File: src/rtl/multicycle_control_if.sv
// Control <-> datapath bundle for the multicycle RV32I core.
// master: the control unit (consumes instruction fields and ALU flags,
//         drives mux selects, write strobes, ALU op, retire/instret).
// slave : the datapath side (drives instruction fields and flags).
interface multicycle_control_if #(
  parameter int RET_W = 32
);
  logic [6:0]       op;
  logic [2:0]       funct3;
  logic             funct7b5;
  logic             zero;
  logic             sign;
  logic             pcWrite;
  logic             adrSrc;
  logic             memWrite;
  logic             irWrite;
  logic             regWrite;
  logic [1:0]       resultSrc;
  logic [1:0]       aluSrcA;
  logic [1:0]       aluSrcB;
  logic [1:0]       immSrc;
  logic [2:0]       aluControl;
  logic             retire;
  logic [RET_W-1:0] instret;

  modport master (
    input  op, funct3, funct7b5, zero, sign,
    output pcWrite, adrSrc, memWrite, irWrite, regWrite, resultSrc,
           aluSrcA, aluSrcB, immSrc, aluControl, retire, instret
  );

  modport slave (
    output op, funct3, funct7b5, zero, sign,
    input  pcWrite, adrSrc, memWrite, irWrite, regWrite, resultSrc,
           aluSrcA, aluSrcB, immSrc, aluControl, retire, instret
  );
endinterface

File: src/rtl/multicycle_control.sv
// Multicycle control unit for the RV32I core: sequences fetch, decode,
// execute, memory and writeback, drives the ALU op and datapath selects,
// resolves branches from ALU zero/sign, and counts retired instructions.
// Ports:
//   clk  - clock, all state updates on rising edge
//   rst  - synchronous active-high reset
//   bus  - multicycle_control_if.master (instruction fields, ALU flags in;
//          selects, strobes, aluControl, retire, instret out)
module multicycle_control #(
  parameter int RET_W = 32
) (
  input  logic                  clk,
  input  logic                  rst,
  multicycle_control_if.master  bus
);

  localparam logic [6:0] OP_LW   = 7'b0000011;
  localparam logic [6:0] OP_SW   = 7'b0100011;
  localparam logic [6:0] OP_R    = 7'b0110011;
  localparam logic [6:0] OP_I    = 7'b0010011;
  localparam logic [6:0] OP_BR   = 7'b1100011;
  localparam logic [6:0] OP_JAL  = 7'b1101111;

  localparam logic [2:0] ALU_ADD = 3'b000;
  localparam logic [2:0] ALU_SUB = 3'b010;

  typedef enum logic [3:0] {
    FETCH, DECODE, MEMADR, MEMREAD, MEMWB, MEMWRITE,
    EXECR, EXECI, ALUWB, BRANCH, JAL
  } state_t;

  state_t           r_state;
  state_t           w_next;
  state_t           w_cur;
  logic             w_retire;
  logic [2:0]       w_funct_op;
  logic             w_taken;
  logic [RET_W-1:0] r_instret;

  // funct3-driven ALU op for EXECR/EXECI; bit 30 only selects SUB for R-type
  always_comb begin
    w_funct_op = 3'b011;
    case (bus.funct3)
      3'b000:  w_funct_op = (bus.op == OP_R && bus.funct7b5) ? ALU_SUB : ALU_ADD;
      3'b001:  w_funct_op = 3'b001;
      3'b100:  w_funct_op = 3'b100;
      3'b101:  w_funct_op = 3'b101;
      3'b110:  w_funct_op = 3'b110;
      3'b111:  w_funct_op = 3'b111;
      default: w_funct_op = 3'b011;
    endcase
  end

  always_comb begin
    w_taken = 1'b0;
    case (bus.funct3)
      3'b000:  w_taken = bus.zero;
      3'b001:  w_taken = !bus.zero;
      3'b100:  w_taken = bus.sign;
      3'b101:  w_taken = !bus.sign;
      default: w_taken = 1'b0;
    endcase
  end

  always_ff @(posedge clk) begin
    if (rst) begin
      r_state   <= FETCH;
      r_instret <= '0;
    end else begin
      r_state <= w_next;
      if (w_retire) r_instret <= r_instret + RET_W'(1);
    end
  end

  // In reset the outputs show FETCH decode, with strobes masked below.
  assign w_cur       = rst ? FETCH : r_state;
  assign bus.instret = r_instret;
  assign bus.retire  = w_retire;

  always_comb begin
    bus.immSrc = 2'b00;
    case (bus.op)
      OP_SW:   bus.immSrc = 2'b01;
      OP_BR:   bus.immSrc = 2'b10;
      OP_JAL:  bus.immSrc = 2'b11;
      default: bus.immSrc = 2'b00;
    endcase
  end

  always_comb begin
    w_next         = FETCH;
    bus.pcWrite    = 1'b0;
    bus.adrSrc     = 1'b0;
    bus.memWrite   = 1'b0;
    bus.irWrite    = 1'b0;
    bus.regWrite   = 1'b0;
    bus.resultSrc  = 2'b00;
    bus.aluSrcA    = 2'b00;
    bus.aluSrcB    = 2'b00;
    bus.aluControl = ALU_ADD;
    w_retire       = 1'b0;
    case (w_cur)
      FETCH: begin
        bus.irWrite   = 1'b1;
        bus.aluSrcB   = 2'b10;
        bus.resultSrc = 2'b10;
        bus.pcWrite   = 1'b1;
        w_next        = DECODE;
      end
      DECODE: begin
        // precompute branch/jump target into ALUOut
        bus.aluSrcA = 2'b01;
        bus.aluSrcB = 2'b01;
        case (bus.op)
          OP_LW, OP_SW: w_next = MEMADR;
          OP_R:         w_next = EXECR;
          OP_I:         w_next = EXECI;
          OP_BR:        w_next = BRANCH;
          OP_JAL:       w_next = JAL;
          default:      w_next = FETCH;
        endcase
      end
      MEMADR: begin
        bus.aluSrcA = 2'b10;
        bus.aluSrcB = 2'b01;
        w_next      = (bus.op == OP_SW) ? MEMWRITE : MEMREAD;
      end
      MEMREAD: begin
        bus.adrSrc = 1'b1;
        w_next     = MEMWB;
      end
      MEMWB: begin
        bus.resultSrc = 2'b01;
        bus.regWrite  = 1'b1;
        w_retire      = 1'b1;
      end
      MEMWRITE: begin
        bus.adrSrc   = 1'b1;
        bus.memWrite = 1'b1;
        w_retire     = 1'b1;
      end
      EXECR: begin
        bus.aluSrcA    = 2'b10;
        bus.aluControl = w_funct_op;
        w_next         = ALUWB;
      end
      EXECI: begin
        bus.aluSrcA    = 2'b10;
        bus.aluSrcB    = 2'b01;
        bus.aluControl = w_funct_op;
        w_next         = ALUWB;
      end
      ALUWB: begin
        bus.regWrite = 1'b1;
        w_retire     = 1'b1;
      end
      BRANCH: begin
        bus.aluSrcA    = 2'b10;
        bus.aluControl = ALU_SUB;
        bus.pcWrite    = w_taken;
        w_retire       = 1'b1;
      end
      JAL: begin
        // ALUOut already holds the target; ALU computes PC+4 for rd
        bus.aluSrcA = 2'b01;
        bus.aluSrcB = 2'b10;
        bus.pcWrite = 1'b1;
        w_next      = ALUWB;
      end
      default: w_next = FETCH;
    endcase
    if (rst) begin
      bus.pcWrite  = 1'b0;
      bus.irWrite  = 1'b0;
      bus.memWrite = 1'b0;
      bus.regWrite = 1'b0;
      w_retire     = 1'b0;
    end
  end

endmodule

File: src/flat_wrapper.sv
// flat-port wrapper written by rule: the top's interface ports become plain ports
module multicycle_control_flat 
#(
  parameter int RET_W = 32
)
  (clk, rst, bus_op, bus_funct3, bus_funct7b5, bus_zero, bus_sign, bus_pcWrite, bus_adrSrc, bus_memWrite, bus_irWrite, bus_regWrite, bus_resultSrc, bus_aluSrcA, bus_aluSrcB, bus_immSrc, bus_aluControl, bus_retire, bus_instret);
  multicycle_control_if #(.RET_W(RET_W)) bus_i ();
  input  logic clk;
  input  logic rst;
  input wire logic [$bits(bus_i.op)-1:0] bus_op;
  input wire logic [$bits(bus_i.funct3)-1:0] bus_funct3;
  input wire logic [$bits(bus_i.funct7b5)-1:0] bus_funct7b5;
  input wire logic [$bits(bus_i.zero)-1:0] bus_zero;
  input wire logic [$bits(bus_i.sign)-1:0] bus_sign;
  output wire logic [$bits(bus_i.pcWrite)-1:0] bus_pcWrite;
  output wire logic [$bits(bus_i.adrSrc)-1:0] bus_adrSrc;
  output wire logic [$bits(bus_i.memWrite)-1:0] bus_memWrite;
  output wire logic [$bits(bus_i.irWrite)-1:0] bus_irWrite;
  output wire logic [$bits(bus_i.regWrite)-1:0] bus_regWrite;
  output wire logic [$bits(bus_i.resultSrc)-1:0] bus_resultSrc;
  output wire logic [$bits(bus_i.aluSrcA)-1:0] bus_aluSrcA;
  output wire logic [$bits(bus_i.aluSrcB)-1:0] bus_aluSrcB;
  output wire logic [$bits(bus_i.immSrc)-1:0] bus_immSrc;
  output wire logic [$bits(bus_i.aluControl)-1:0] bus_aluControl;
  output wire logic [$bits(bus_i.retire)-1:0] bus_retire;
  output wire logic [$bits(bus_i.instret)-1:0] bus_instret;
  assign bus_i.op = bus_op;
  assign bus_i.funct3 = bus_funct3;
  assign bus_i.funct7b5 = bus_funct7b5;
  assign bus_i.zero = bus_zero;
  assign bus_i.sign = bus_sign;
  assign bus_pcWrite = bus_i.pcWrite;
  assign bus_adrSrc = bus_i.adrSrc;
  assign bus_memWrite = bus_i.memWrite;
  assign bus_irWrite = bus_i.irWrite;
  assign bus_regWrite = bus_i.regWrite;
  assign bus_resultSrc = bus_i.resultSrc;
  assign bus_aluSrcA = bus_i.aluSrcA;
  assign bus_aluSrcB = bus_i.aluSrcB;
  assign bus_immSrc = bus_i.immSrc;
  assign bus_aluControl = bus_i.aluControl;
  assign bus_retire = bus_i.retire;
  assign bus_instret = bus_i.instret;
  multicycle_control #(.RET_W(RET_W)) u_core (.clk(clk), .rst(rst), .bus(bus_i));
endmodule
File: config.mk
export PLATFORM = sky130hd
export DESIGN_NAME = multicycle_control_flat
export DESIGN_NICKNAME = d
export VERILOG_FILES = /design/src/rtl/multicycle_control_if.sv /design/src/rtl/multicycle_control.sv /design/src/flat_wrapper.sv
export SDC_FILE = /design/constraint.sdc
export NUM_CORES = 1
export LEC_CHECK = 0
export BUFFER_PORTS_ARGS = -buffer_cell sky130_fd_sc_hd__buf_2
export CAP_MARGIN = 5
export CELL_PAD_IN_SITES_DETAIL_PLACEMENT = 0
export CELL_PAD_IN_SITES_GLOBAL_PLACEMENT = 2
export CORE_ASPECT_RATIO = 0.8
export CORE_MARGIN = 3
export CORE_UTILIZATION = 26
export DETAILED_ROUTE_END_ITERATION = 8
export GPL_TIMING_DRIVEN = 0
export HOLD_SLACK_MARGIN = 0.08
export PLACE_DENSITY = 0.79
export REMOVE_ABC_BUFFERS = 1
export SYNTH_ARGS = -nofsm -noshare
export SYNTH_HDL_FRONTEND = slang
export SYNTH_SLANG_ARGS = --single-unit
File: constraint.sdc
create_clock -name clk -period 1.9 [get_ports clk]
set_input_delay 0.095 -clock clk [delete_from_list [all_inputs] [get_ports clk]]
set_output_delay 0.095 -clock clk [all_outputs]
set_load 0.02 [all_outputs]
==> parameters.txt <==
Parameter                              Value

Global routing
  Pin count of the biggest net entering global routing ... 59
  M3 GR Usage ... 2.579%
  Wire length of the first global-routing pass ... 10,850 um
  Most crowded layer after global routing ... met2
  Global-route total usage across every layer ... 14.10%
  Grt met2 use ... 21.56%
  Number of global-route vias before repair ... 2,125
  Met1 track demand over resource ... 20.99%
  Grt ovf ... 0
  Initial antenna violation count ... 0

Floorplanning
  Number of rows in the core area ... 29
  Number of top-level pins ... 64
  Total core area ... 8019 um2
  DIE AREA ... 9458 um2
  Chip Width ... 108.0 um
  Chip height ... 87.59 um
  Starting Density ... 26.98%

Synth
  Average cell area after synthesis ... 7.924 um2
  Number of flip-flops and latches in the synthesized netlist ... 36
  Proportion of register bits with asynchronous set or reset after synthesis ... 0%
  Number of enable-type register cells in the synthesized netlist ... 0
  Synthesis Warnings ... 0
  Netlist area before placement ... 2163 um2
  Sequential cell area fraction in the yosys report ... 33.31%
  Number of distinct standard cells referenced by the synthesized netlist ... 43
  Most common flop cell mapped by yosys ... sky130_fd_sc_hd__dfxtp_1
  Number of instances in the synthesized netlist ... 273

Pwr
  Pwr dens ... 511.9 nW/um2
  Maximum vdd drop ... 0.2584 mV
  Overall Power ... 1.549 mW
  Leakage ... 1.221 nW

Timing
  Setup total negative slack ... -0.09552 ns
  Relative slew slack ... 47.63%
  Final max-slew violation count ... 0
  Final worst path period share ... 102.4%
  Min cycle time layout ... 1.945 ns
  Hold_ws ... 0.1544 ns
  Number of setup violations in the final report ... 3
  Worst Max-Slew Pin Slew ... 0.7784 ns
  Setup ws final ... -0.04469 ns
  Worst-case clock skew ... 0.008536 ns
  Setup repair after global routing missed its margin ... yes
  Final count of hold timing violations ... 0
  Highest clock rate ... 514.2 MHz

Final layout
  Layout cell share with drive strength beyond 1 ... 39.07%
  Total inserted antenna cells ... 0
  Finished Core Util ... 37.74%
  Synth-to-layout area growth ... 39.91%
  Nets ... 358

Critical path
  Arrival time at the worst endpoint ... 2.12 ns
  CP Data Required Time ... 2.08 ns
  Start-to-end type of the worst setup path ... reg2reg
  Crit Path Max Fanout ... 7
  Reg-to-reg endpoint ... u_core.bus.instret[23]$_SDFFE_PP0P_
  CP startpoint kind ... flop
  Capturing element type of the critical path ... flop
  Start of the worst register-to-register path ... u_core.r_state[1]$_SDFF_PP0_
  FF-to-FF setup slack ... -0.04 ns
  Worst reg-to-reg path cell count ... 4

Drt
  First-pass iteration count of the detailed router ... 4
  Violation count after the first detailed-routing iteration ... 89
  Via count ... 2,228
  Count of nets left with antenna violations after detail routing ... 0
  Wire length per cell ... 14.62 um
  Via density per instance ... 4.940
  Post-Route WL ... 6594 um
  DRC errors left ... 0

Clock network
  Inserted Clock Buffers ... 5
  Master cell of the clock root buffer ... sky130_fd_sc_hd__clkbuf_8
  Later-pin clock latency in the skew report ... 0.29 ns
  Total number of clock tree sinks ... 36
  CTS tree ... yes
  Buffers from clock root to sink, at most ... 2
  Clock slew at reported path FFs ... 0.08 ns
  Number of H-tree branching levels ... 2
  Number of hold-repair buffers added at the cts stage ... 0

Placed design
  Dpl hpwl ... 4200 um
  Number of buffer cells added on primary ports ... 63
  Routability-driven placement congestion ratio ... 0.7488

Min path
  Kind of path behind the tightest hold check ... in2reg
  Min-delay src ... bus_op[2]
  Worst Hold End ... u_core.r_state[0]$_SDFF_PP0_
  Number of instances on the worst hold path ... 4

Run status
  Status ... finished, violations left
  Failing checks ... negative setup slack

Run
  Max cap viols ... 0
[registers in the layout, indices dropped and copies added, names as in the netlist]
| name | flops |
|---|---|
| u_core.r_state | 4 |
| u_core.bus.instret | 32 |
[critical path, cell delays in order, from the launching register on]
cell	delay, ns
sky130_fd_sc_hd__dfxtp_4	0.38
sky130_fd_sc_hd__or3b_4	0.42
sky130_fd_sc_hd__or3_4	0.45
sky130_fd_sc_hd__nor4_4	0.26
sky130_fd_sc_hd__mux2_4	0.33
[synth_stat cells (3+ instances only)]
cell	count	area, um2
sky130_fd_sc_hd__nand4_1	8	50.05
sky130_fd_sc_hd__inv_1	6	22.52
sky130_fd_sc_hd__clkbuf_1	8	30.03
sky130_fd_sc_hd__nor2_1	27	101.4
sky130_fd_sc_hd__nor3_1	13	65.06
sky130_fd_sc_hd__buf_2	4	20.02
sky130_fd_sc_hd__buf_1	5	18.77
sky130_fd_sc_hd__nand3_1	12	60.06
sky130_fd_sc_hd__or4_1	12	90.09
sky130_fd_sc_hd__o21ai_0	6	30.03
sky130_fd_sc_hd__mux2_2	9	101.4
sky130_fd_sc_hd__xnor2_1	5	43.79
sky130_fd_sc_hd__nand2b_1	9	56.30
sky130_fd_sc_hd__or3_1	7	43.79
sky130_fd_sc_hd__xor2_1	8	70.07
sky130_fd_sc_hd__dfxtp_1	36	720.7
sky130_fd_sc_hd__nand2_1	18	67.56
sky130_fd_sc_hd__nor4_1	9	56.30
sky130_fd_sc_hd__o31ai_1	12	90.09
sky130_fd_sc_hd__and4_1	7	61.31
sky130_fd_sc_hd__a21oi_1	18	90.09
sky130_fd_sc_hd__nor2b_1	9	56.30
sky130_fd_sc_hd__and2_1	3	18.77
[power breakdown]
| part | switching (mW) | internal, mW |
|---|---|---|
| sequential | 0.00279 | 0.752 |
| clock | 0.287 | 0.390 |
| combinational | 0.0749 | 0.0434 |
[stage by stage]
step	cell area (um2)	std cells	worst slack, ns
after global routing	3027	451	-0.1052
after floorplan	2083	255	-0.3433
after CTS	2846	446	-0.05695
after global placement	2534	426	-1.042
after detailed placement	2534	426	-1.023
final	3027	451	-0.04469
[repair_timing]
action | in CTS | in global routing
endpoints found under the setup margin | 29 | 26
buffers inserted | 10 | 5
gates resized for setup | 29 | 29
cloned | 2 | 0
pin swaps | 2 | 21
[layout by cell type (no fill, tap or decap), drive strengths merged, types with 2 or more instances in the layout]
master,count
nor4,10
o31ai,12
nand2,19
or3b,2
clkbuf,6
nand4,8
buf,78
xnor2,5
nand3,12
nor2b,9
nor2,27
and4,7
mux2,10
inv,6
xor2,8
or3,8
nor3,13
dfxtp,36
mux2i,2
and3,2
nand2b,9
o21ai,6
or4,12
a21oi,18
and2,3
[metal layers]
metal | vias to the layer above | part of all wire (%)
li1 | 1152 | -
met1 | 1044 | 53
met2 | 30 | 44
met3 | 2 | 3.0
met4 | 0 | 0.47
met5 | - | 0
[kinds of logic (layout without fill, tap and decap cells)]
| group | after synthesis | count (layout) | synth area share, % |
|---|---|---|---|
| AND/OR/NAND/NOR | 143 | 145 | 37.30 |
| AO/OA/AOI/OAI | 44 | 44 | 12.67 |
| flip-flops | 36 | 36 | 33.31 |
| buffers and inverters | 24 | 92 | 4.743 |
| XOR/XNOR | 13 | 13 | 5.263 |
| multiplexers | 12 | 12 | 6.131 |
| adder cells (fa/ha/maj) | 1 | 1 | 0.5783 |
[final cells by class]
class | instances | area [um2]
Sequential cell | 36 | 739.5
Tap cell | 108 | 135.1
Inverter | 6 | 22.52
Timing Repair Buffer | 78 | 456.7
Multi-Input combinational cell | 215 | 1565
Fill cell | 826 | 4992
Clock buffer | 6 | 72.57
Clock inverter | 2 | 35.03
[worst max-delay path by stage]
stage / startpoint / to / slack (ns) / cells after the start
final: u_core.r_state[1]$_SDFF_PP0_ / u_core.bus.instret[23]$_SDFFE_PP0P_ / -0.04 / 4
after global routing: u_core.r_state[1]$_SDFF_PP0_ / u_core.bus.instret[23]$_SDFFE_PP0P_ / -0.11 / 4
after CTS: u_core.r_state[2]$_SDFF_PP0_ / u_core.bus.instret[23]$_SDFFE_PP0P_ / -0.06 / 4
after detailed placement: rst / u_core.bus.instret[26]$_SDFFE_PP0P_ / -1.02 / 5
after global placement: rst / u_core.bus.instret[26]$_SDFFE_PP0P_ / -1.04 / 5
after floorplan: u_core.bus.instret[0]$_SDFFE_PP0P_ / u_core.bus.instret[26]$_SDFFE_PP0P_ / -0.34 / 5
No activity file was read; power rests on OpenSTA's default activity.
